===== src/rtl/bit_deser_pkg.sv =====
// Shared types and constants for the bit deserializer receive path.
// Optional parity framing is enabled by defining PARITY_EN.
package bit_deser_pkg;

  typedef enum logic {
    ST_SHIFT = 1'b0,
    ST_PAR   = 1'b1
  } state_t;

  localparam int DEF_WIDTH = 8;
  localparam int DEF_DEPTH = 4;

  function automatic int clog2(input int v);
    int r;
    r = 0;
    while ((1 << r) < v) r++;
    return r;
  endfunction

endpackage


===== src/rtl/bit_deser_rx_if.sv =====
// Word-side valid/ready handshake of the bit deserializer.
// The perr field exists only when PARITY_EN is defined.
interface bit_deser_rx_if #(
  parameter int WIDTH = 8
) ();
  logic [WIDTH-1:0] word_out;
  logic             word_vld;
  logic             word_rdy;
`ifdef PARITY_EN
  logic             perr;
`endif

  modport master (
    input  word_rdy,
`ifdef PARITY_EN
    output perr,
`endif
    output word_out,
    output word_vld
  );

  modport slave (
    output word_rdy,
`ifdef PARITY_EN
    input  perr,
`endif
    input  word_out,
    input  word_vld
  );
endinterface


===== src/rtl/bit_deser_rx_fifo.sv =====
// Synchronous FIFO for assembled words; registered head, no fall-through.
// A push into a full FIFO is accepted only when a pop happens on the same edge.
module deser_fifo
  import bit_deser_pkg::*;
#(
  parameter int DW    = 8,
  parameter int DEPTH = 4
) (
  input  logic                        clk,
  input  logic                        rst_n,
  input  logic                        clr,
  input  logic                        push,
  input  logic [DW-1:0]               din,
  input  logic                        pop,
  output logic [DW-1:0]               dout,
  output logic                        empty,
  output logic [clog2(DEPTH+1)-1:0]   count
);
  localparam int AW = clog2(DEPTH);
  localparam int CW = clog2(DEPTH + 1);

  logic [DW-1:0] mem [DEPTH];
  logic [AW-1:0] wr_ptr, rd_ptr;
  logic          full, do_pop, do_push;

  always_comb begin
    empty   = (count == '0);
    full    = (count == CW'(DEPTH));
    do_pop  = pop && !empty;
    do_push = push && (!full || do_pop);
    dout    = mem[rd_ptr];
  end

  always_ff @(posedge clk or negedge rst_n) begin
    if (!rst_n) begin
      for (int unsigned i = 0; i < DEPTH; i++) mem[i] <= '0;
      wr_ptr <= '0;
      rd_ptr <= '0;
      count  <= '0;
    end else if (clr) begin
      for (int unsigned i = 0; i < DEPTH; i++) mem[i] <= '0;
      wr_ptr <= '0;
      rd_ptr <= '0;
      count  <= '0;
    end else begin
      if (do_push) begin
        mem[wr_ptr] <= din;
        wr_ptr      <= wr_ptr + AW'(1);
      end
      if (do_pop) rd_ptr <= rd_ptr + AW'(1);
      if (do_push && !do_pop)      count <= count + CW'(1);
      else if (do_pop && !do_push) count <= count - CW'(1);
    end
  end
endmodule


===== src/rtl/bit_deser_rx.sv =====
// Serial-to-word receiver: shifts bits in, queues completed words, hands out over valid/ready.
// Define PARITY_EN to append an even-parity bit per word and report perr per entry.
module bit_deser_rx
  import bit_deser_pkg::*;
#(
  parameter int WIDTH     = DEF_WIDTH,
  parameter int DEPTH     = DEF_DEPTH,
  parameter int MSB_FIRST = 1
) (
  input  logic                        clk,
  input  logic                        rst_n,
  input  logic                        clr,
  input  logic                        bit_in,
  input  logic                        bit_vld,
  bit_deser_rx_if.master              wif,
  output logic [clog2(WIDTH+1)-1:0]   bit_cnt,
  output logic                        overflow
);
  localparam int CW  = clog2(WIDTH + 1);
  localparam int FCW = clog2(DEPTH + 1);
`ifdef PARITY_EN
  localparam int DW  = WIDTH + 1;
`else
  localparam int DW  = WIDTH;
`endif

  state_t           state, state_nx;
  logic [WIDTH-1:0] sr, sr_nx, sr_shift;
  logic [CW-1:0]    cnt_nx;
  logic             push, pop, fifo_empty;
  logic [DW-1:0]    push_din, fifo_dout;
  logic [FCW-1:0]   fifo_cnt;

  always_comb begin
    if (MSB_FIRST != 0) sr_shift = {sr[WIDTH-2:0], bit_in};
    else                sr_shift = {bit_in, sr[WIDTH-1:1]};
  end

  always_comb begin
    state_nx = state;
    sr_nx    = sr;
    cnt_nx   = bit_cnt;
    push     = 1'b0;
    push_din = '0;
    case (state)
      ST_SHIFT: begin
        if (bit_vld) begin
          sr_nx = sr_shift;
          if (bit_cnt == CW'(WIDTH - 1)) begin
            cnt_nx = '0;
`ifdef PARITY_EN
            state_nx = ST_PAR;
`else
            push     = 1'b1;
            push_din = sr_shift;
`endif
          end else begin
            cnt_nx = bit_cnt + CW'(1);
          end
        end
      end
`ifdef PARITY_EN
      ST_PAR: begin
        // completed word waits in sr; the parity bit itself is never shifted in
        if (bit_vld) begin
          push     = 1'b1;
          push_din = {sr, ^{sr, bit_in}};
          state_nx = ST_SHIFT;
        end
      end
`endif
      default: state_nx = ST_SHIFT;
    endcase
  end

  always_ff @(posedge clk or negedge rst_n) begin
    if (!rst_n) begin
      state    <= ST_SHIFT;
      sr       <= '0;
      bit_cnt  <= '0;
      overflow <= 1'b0;
    end else if (clr) begin
      state    <= ST_SHIFT;
      sr       <= '0;
      bit_cnt  <= '0;
      overflow <= 1'b0;
    end else begin
      state   <= state_nx;
      sr      <= sr_nx;
      bit_cnt <= cnt_nx;
      if (push && (fifo_cnt == FCW'(DEPTH)) && !pop) overflow <= 1'b1;
    end
  end

  assign pop = wif.word_vld && wif.word_rdy;

  deser_fifo #(
    .DW    (DW),
    .DEPTH (DEPTH)
  ) u_fifo (
    .clk   (clk),
    .rst_n (rst_n),
    .clr   (clr),
    .push  (push),
    .din   (push_din),
    .pop   (pop),
    .dout  (fifo_dout),
    .empty (fifo_empty),
    .count (fifo_cnt)
  );

  assign wif.word_vld = !fifo_empty;
  assign wif.word_out = fifo_dout[DW-1 -: WIDTH];
`ifdef PARITY_EN
  assign wif.perr     = fifo_dout[0];
`endif
endmodule

===== src/flat_wrapper.sv =====
// flat-port wrapper written by rule: the top's interface ports become plain ports
module bit_deser_rx_flat import bit_deser_pkg::*;
#(
  parameter int WIDTH     = DEF_WIDTH,
  parameter int DEPTH     = DEF_DEPTH,
  parameter int MSB_FIRST = 1
)
  (clk, rst_n, clr, bit_in, bit_vld, bit_cnt, overflow, wif_word_rdy, wif_word_out, wif_word_vld);
  bit_deser_rx_if #(.WIDTH(WIDTH)) wif_i ();
  input  logic clk;
  input  logic rst_n;
  input  logic clr;
  input  logic bit_in;
  input  logic bit_vld;
  output logic [clog2(WIDTH+1)-1:0] bit_cnt;
  output logic overflow;
  input wire logic [$bits(wif_i.word_rdy)-1:0] wif_word_rdy;
  output wire logic [$bits(wif_i.word_out)-1:0] wif_word_out;
  output wire logic [$bits(wif_i.word_vld)-1:0] wif_word_vld;
  assign wif_i.word_rdy = wif_word_rdy;
  assign wif_word_out = wif_i.word_out;
  assign wif_word_vld = wif_i.word_vld;
  bit_deser_rx #(.WIDTH(WIDTH), .DEPTH(DEPTH), .MSB_FIRST(MSB_FIRST)) u_core (.clk(clk), .rst_n(rst_n), .clr(clr), .bit_in(bit_in), .bit_vld(bit_vld), .wif(wif_i), .bit_cnt(bit_cnt), .overflow(overflow));
endmodule

===== config.mk =====
export PLATFORM = sky130hd
export DESIGN_NAME = bit_deser_rx_flat
export DESIGN_NICKNAME = d
export VERILOG_FILES = /design/src/rtl/bit_deser_pkg.sv /design/src/rtl/bit_deser_rx_if.sv /design/src/rtl/bit_deser_rx_fifo.sv /design/src/rtl/bit_deser_rx.sv /design/src/flat_wrapper.sv
export SDC_FILE = /design/constraint.sdc
export NUM_CORES = 1
export LEC_CHECK = 0
export BUFFER_PORTS_ARGS = -buffer_cell sky130_fd_sc_hd__clkbuf_2
export CAP_MARGIN = 20
export CORE_UTILIZATION = 55
export DETAILED_ROUTE_END_ITERATION = 8
export GPL_ROUTABILITY_DRIVEN = 0
export GPL_TIMING_DRIVEN = 0
export PLACE_DENSITY = 0.83
export SYNTH_ARGS = -nofsm -noshare
export SYNTH_HDL_FRONTEND = slang
export SYNTH_SLANG_ARGS = --single-unit
export TNS_END_PERCENT = 30

===== constraint.sdc =====
create_clock -name clk -period 6.6 [get_ports clk]
set_input_delay 0.99 -clock clk [delete_from_list [all_inputs] [get_ports clk]]
set_output_delay 0.99 -clock clk [all_outputs]
set_load 0.01 [all_outputs]

==> out/results.ini, run 1 <==
[floorplan]
die_h_um = 69.66
io-pin-count = 20
core_area_um2 = 4384
rows = 24
die_x_um = 69.66
initial_utilization = 0.5742
die_area_um2 = 4852

[cts]
cts_setup_buffers = 0
root_buffer = clkbuf_8
hold_buffers = 0
clk_latency_ps = 320
numCtsBuffers = 5
cts.reportedPaths.clkPinSlew_ps = 90
htree_levels = 2
cts_resized = 0
cts.sinks = 51
clockBufferDepth = 2
cts_tree = built

[routing]
drt_wl_total_um = 5711
vias = 2000
viasPerCell = 6.061
first_iter_violations = 174
antenna_left = 0
wl_per_cell_um = 17.31
dr.pass1.iters = 4
drc_errors = 0

[worst_hold_path]
hold_end = u_core.overflow$_DFFE_PN0P_
worstHoldPathType = flip-flop to flip-flop
hold_start = u_core.overflow$_DFFE_PN0P_
min_delay_path_depth = 2

[critical_path]
crit_fanout = 10
cp-start-kind = flip-flop
path_class = flip-flop to output port
timing.rr.start = u_core.u_fifo.count[0]$_DFFE_PN0P_
end_kind = output port
critPathArrivalTime_ps = 2060
crit_required_ps = 5610
r2r_end = u_core.u_fifo.count[2]$_DFFE_PN0P_
worst_r2r_path_depth = 7
reg2reg_slack_ps = 4030

[timing]
timing.final.max_slew_violations = 0
fin_crit_ps = 3052
fin_skew_ps = 17.41
finalCritPeriodShare = 0.4624
setup_viol = 0
fin_setup_tns_ps = 0
rsz0062_at_grt = no
relSlewSlack = 0.4293
worst_pin_slew_ps = 856.1
hold_viol = 0
fmax_ghz = 0.3277

[cells_and_area]
multi_input_area_um2 = 1132
synthToLayoutAreaGrowth_pct = 10.09
fillers = 364
finalNetCount = 289
layout-drive-gt1-share = 0.1511
diodes = 0
final_cell_count_no_fill = 330
ff_latch_area_um2 = 1276

[logic_synthesis]
ys_seq_elements = 51
synth_ff_type = dfrtp_1
synth.top_cell.area_share = 0.5070
async_reset_ff_frac = 1.000
synthCells = 253
synth_edf_count = 0
netlist.top_cell.by_area = dfrtp_1
synthTopCellsByCount = dfrtp_1 (51), a21oi_1 (37), nand3_1 (37)
syn_nets = 265
syn_area_per_cell_um2 = 9.950
synth_area_leaders = dfrtp_1 (51%), a21oi_1 (7.4%), nand3_1 (7.4%)
synth_cell_type_count = 34
seq_area_frac_synth = 0.5070
yosysMostFrequentCell = dfrtp_1
ys_warn_count = 0
syn_area_um2 = 2517

[global_route]
grt_max_degree = 35
grt_pass1_wl_um = 9687
track_usage = 0.2584
overflow = 0
grt_antenna_before_repair = 0
grt_pass1_vias = 1944

[power]
pwr_density_cell_nw_per_um2 = 230.1
p_leak_nw = 1.189
irDropWorstVdd_mv = 0.1509

[placement]
dp.cells = 322
io_buffer_count = 16
dpl.hpwl_um = 3763

[flow_run]
max_cap_violations = 0

[run_status]
outcome = complete, no violations

-- cell usage in the layout (no fill, tap or decap), types with 6 or more instances in the layout --
cell type,count
nand2_1,35
a21oi_1,37
clkbuf_1,11
mux2i_1,8
nor2_1,18
buf_2,6
clkbuf_2,16
mux4_2,8
dfrtp_1,51
nand3_1,37
-- sequential cells by signal, indices dropped and copies added, names as in the netlist --
register and flops:
u_core.bit_cnt 4, u_core.overflow 1, u_core.sr 7, u_core.u_fifo.count 3, u_core.u_fifo.mem 32, u_core.u_fifo.rd_ptr 2
u_core.u_fifo.wr_ptr 2
-- kinds of logic (layout without fill, tap and decap cells) --
kind of cell	count (synthesis)	after routing	share of synthesized area
flip-flops	51	51	0.5070
AND/OR/NAND/NOR	103	103	0.1914
buffers and inverters	25	50	0.04324
adder cells (fa/ha/maj)	6	6	0.03280
XOR/XNOR	6	6	0.02087
AO/OA/AOI/OAI	45	45	0.09692
multiplexers	17	17	0.1079
-- worst max-delay path, cell delays in order, from the launching register on --
cell and delay [ps]:
dfrtp_1 330, clkbuf_1 640, mux4_2 630, clkbuf_2 150
-- through the flow --
stage | area (um^2) | total power [mW] | util | setup WS, ps | hold WS (ps)
after floorplan | 2517 | 0.4267 | - | 3571 | 497.4
after global placement | 2663 | 0.4567 | 0.6073 | 3488 | 496.5
after detailed placement | 2683 | 0.4621 | 0.6119 | 3468 | 509.5
after CTS | 2771 | 0.6371 | 0.6321 | 3547 | 526.7
after global routing | 2771 | 0.6689 | 0.6321 | 3471 | 545.8
final | 2771 | 0.6378 | 0.6321 | 3548 | 517.0
-- layer usage --
layer,vias up,global-route usage,share of wire,wire length (um)
li1,929,-,-,-
met1,980,0.3560,0.41,2369
met2,79,0.3819,0.50,2872
met3,12,0.06686,0.064,363
met4,0,0.1289,0.019,106
met5,-,0,0,0
-- how the worst max path moves through the flow --
stage | from | to | slack, ps | cells after the start
2_1_floorplan | wif_word_rdy | u_core.u_fifo.count[2]$_DFFE_PN0P_ | 3570 | 8
3_3_place_gp | wif_word_rdy | u_core.u_fifo.count[2]$_DFFE_PN0P_ | 3490 | 8
3_5_place_dp | wif_word_rdy | u_core.u_fifo.count[2]$_DFFE_PN0P_ | 3470 | 8
4_1_cts | u_core.u_fifo.rd_ptr[0]$_DFFE_PN0P_ | wif_word_out[3] | 3550 | 3
5_1_grt | u_core.u_fifo.rd_ptr[0]$_DFFE_PN0P_ | wif_word_out[3] | 3470 | 3
6_report | u_core.u_fifo.rd_ptr[0]$_DFFE_PN0P_ | wif_word_out[3] | 3550 | 3
-- area by class of cell --
type	count	area share
sequential	51	0.4605
multi-input combinational	177	0.4086
timing repair buffer	17	0.03612
buffer	21	0.03386
clock buffer	5	0.02483
tap	52	0.02348
clock inverter	3	0.007223
inverter	4	0.005418
-- power breakdown --
group | leakage, nW | switching [mW] | internal (mW)
clock network | 0.0402 | 0.108 | 0.0740
registers | 0.710 | 0.0141 | 0.323
logic | 0.439 | 0.0681 | 0.0509
total | 1.19 | 0.190 | 0.448
(Power assumes the default switching activity.)
==> inputs of run 2 (changes only) <==
CORE_UTILIZATION = 53   (was 55)
PLACE_DENSITY = 0.84   (was 0.83)
clock period = 2.7 ns   (was 6.6 ns; I/O delays follow)
==> out/results.ini, run 2 (synthesis gave the netlist of run 1 again) <==
[timing]
fmax_ghz = 0.3789
finalCritPeriodShare = 0.9775
fin_setup_tns_ps = 0  ; unchanged
rsz0062_at_grt = no
timing.final.max_slew_violations = 0  ; unchanged
worst_pin_slew_ps = 838.6  ; -17.49 ps
hold_viol = 0  ; unchanged
setup_viol = 0  ; unchanged
hold_ws_ps = 167.5  ; -349.5 ps
relSlewSlack = 0.4409  ; +0.01166
fin_ws_ps = 60.69  ; -3488 ps
fin_skew_ps = 7.550  ; -9.864 ps
fin_crit_ps = 2639

[placement]
placed_area_um2 = 2690  ; +0.28%
dpl.hpwl_um = 3784  ; +0.56%
pre_cts_slack_ps = 106.1  ; -3361 ps
dp.cells = 322  ; unchanged
io_buffer_count = 16  ; unchanged

[routing]
antenna_left = 0  ; unchanged
dr.pass1.iters = 7  ; +3
wl_per_cell_um = 17.34  ; +0.20%
drc_errors = 0  ; unchanged
viasPerCell = 6.155  ; +1.6%
route.met2.wl_um = 2745  ; -4.4%
first_iter_violations = 157  ; -9.8%
drt_wl_total_um = 5705  ; -0.11%
highest_layer = met4
wl_met1_um = 2456  ; +3.7%
vias = 2025  ; +1.3%
met3WireLength_um = 355  ; -2.2%

[critical_path]
timing.rr.start = u_core.u_fifo.count[0]$_DFFE_PN0P_
path_cells = or4b_1 > buf_2 > and3_4 > fa_1 > or3_1 > a31oi_1 > a21oi_1
path_class = flip-flop to flip-flop
cp-start-kind = flip-flop
max_stage_delay_ps = 520  ; -120 ps
startpoint = u_core.u_fifo.count[0]$_DFFE_PN0P_
end_kind = flip-flop
critPathArrivalTime_ps = 2800  ; +740 ps
cp_slowest_cell = or4b_1
crit_required_ps = 2860  ; -2750 ps
worst_r2r_path_depth = 7  ; unchanged
crit_fanout = 8  ; -2

[cells_and_area]
finalNetCount = 289  ; unchanged
regMostFlops = u_core.u_fifo.mem
largest_register_ffs = 32  ; unchanged
synthToLayoutAreaGrowth_pct = 10.98
diodes = 0  ; unchanged
layout_common_cells = dfrtp_1 (50), nand3_1 (37), a21oi_1 (37)
mostFrequentLayoutCell = dfrtp_1
largestRegisters = u_core.u_fifo.mem: 32 flops, u_core.sr: 7 flops, u_core.bit_cnt: 4 flops
final_core_util = 0.6244  ; -0.007694
layout-drive-gt1-share = 0.1480  ; -0.003065
final_cell_count_no_fill = 329  ; -0.30%
fin_area_um2 = 2794  ; +0.81%

[floorplan]
die_h_um = 70.92  ; +1.8%
rows = 24  ; unchanged
io-pin-count = 20  ; unchanged
die_x_um = 70.92  ; +1.8%
core_area_um2 = 4474  ; +2.1%
initial_utilization = 0.5626  ; -0.01156
die_area_um2 = 5030  ; +3.7%

[flow_run]
max_cap_violations = 0  ; unchanged

[cts]
cts.reportedPaths.clkPinSlew_ps = 90  ; about the same
clockBufferDepth = 2  ; unchanged
cts_tree = built
cts_setup_buffers = 0  ; unchanged
root_buffer = clkbuf_8
cts.sinks = 51  ; unchanged
clk_latency_ps = 310  ; about the same
numCtsBuffers = 5  ; unchanged
htree_levels = 2  ; unchanged
hold_buffers = 0  ; unchanged
cts_resized = 0  ; unchanged

[power]
internal_power_mw = 1.188  ; +170%
irDropWorstVdd_mv = 0.2488  ; +65%
power.net_switching_mw = 0.4463  ; +130%
pwr_density_cell_nw_per_um2 = 584.9  ; +150%
p_total_mw = 1.634  ; +160%
clock_power_share = 0.313  ; +0.028
combinationalPowerShare = 0.182  ; -0.005
switching_share = 0.2731  ; -0.02492
p_leak_nw = 1.201  ; +1.1%
seq_power_share = 0.505  ; -0.023

[global_route]
grt_pass1_wl_um = 9549  ; -1.4%
grt_antenna_before_repair = 0  ; unchanged
grt_max_degree = 29  ; -17%
track_usage = 0.2512  ; -0.007199
grt_pass1_vias = 1975  ; +1.6%
overflow = 0  ; unchanged

[run_status]
outcome = complete, no violations

[worst_hold_path]
worstHoldPathType = input port to async pin

run 2: changes by cell type in the layout (fill, tap and decap cells not counted):
cell,previous run,this run
buf_16,0,1
dfrtp_1,51,50
clkinvlp_4,2,0
clkinv_2,1,0
dfrtp_2,0,1
clkbuf_1,11,12
bufinv_16,0,1
buf_12,1,0
run 2: critical path, delay by kind of cell, from the launching register on:
kind / cells / cell delay [ps]
compound gates: 2 / 300
fa+ha+maj: 1 / 430
buf+inv: 1 / 180
flops: 1 / 460
simple gates: 3 / 1120
run 2: metal layers:
| layer | up-vias | GRT usage |
|---|---|---|
| li1 | 933 | - |
| met1 | 998 | 0.3098 |
| met2 | 76 | 0.4124 |
| met3 | 18 | 0.07265 |
| met4 | 0 | 0.1156 |
| met5 | - | 0 |
run 2: final timing paths:
kind                       slack, ps                                  to
setup / recovery                  60  u_core.u_fifo.count[2]$_DFFE_PN0P_
setup reg to reg                  60  u_core.u_fifo.count[2]$_DFFE_PN0P_
hold reg to reg                  510         u_core.overflow$_DFFE_PN0P_
hold / removal                   170  u_core.u_fifo.count[1]$_DFFE_PN0P_
min in group clk                 380    u_core.u_fifo.mem[8]$_DFFE_PN0P_
max in group asynchronous       1940  u_core.u_fifo.count[0]$_DFFE_PN0P_
run 2: final cells by class:
type,instances,area [um^2]
Fill cell,351,1680
Sequential cell,51,1277
Multi-Input combinational cell,177,1132
Timing Repair Buffer,17,107.6
Buffer,21,93.84
Clock buffer,6,72.57
Tap cell,52,65.06
Clock inverter,1,30.03
Inverter,4,15.01
run 2: power by group through the flow:
| stage | sequential [mW] | clock [mW] | combinational [mW] |
|---|---|---|---|
| 4_1_cts | 0.821 | 0.525 | 0.297 |
| 5_1_grt | 0.831 | 0.554 | 0.325 |
| 2_1_floorplan | 0.830 | 0 | 0.213 |
| 6_report | 0.825 | 0.512 | 0.297 |
| 3_5_place_dp | 0.836 | 0 | 0.296 |
| 3_3_place_gp | 0.837 | 0 | 0.280 |
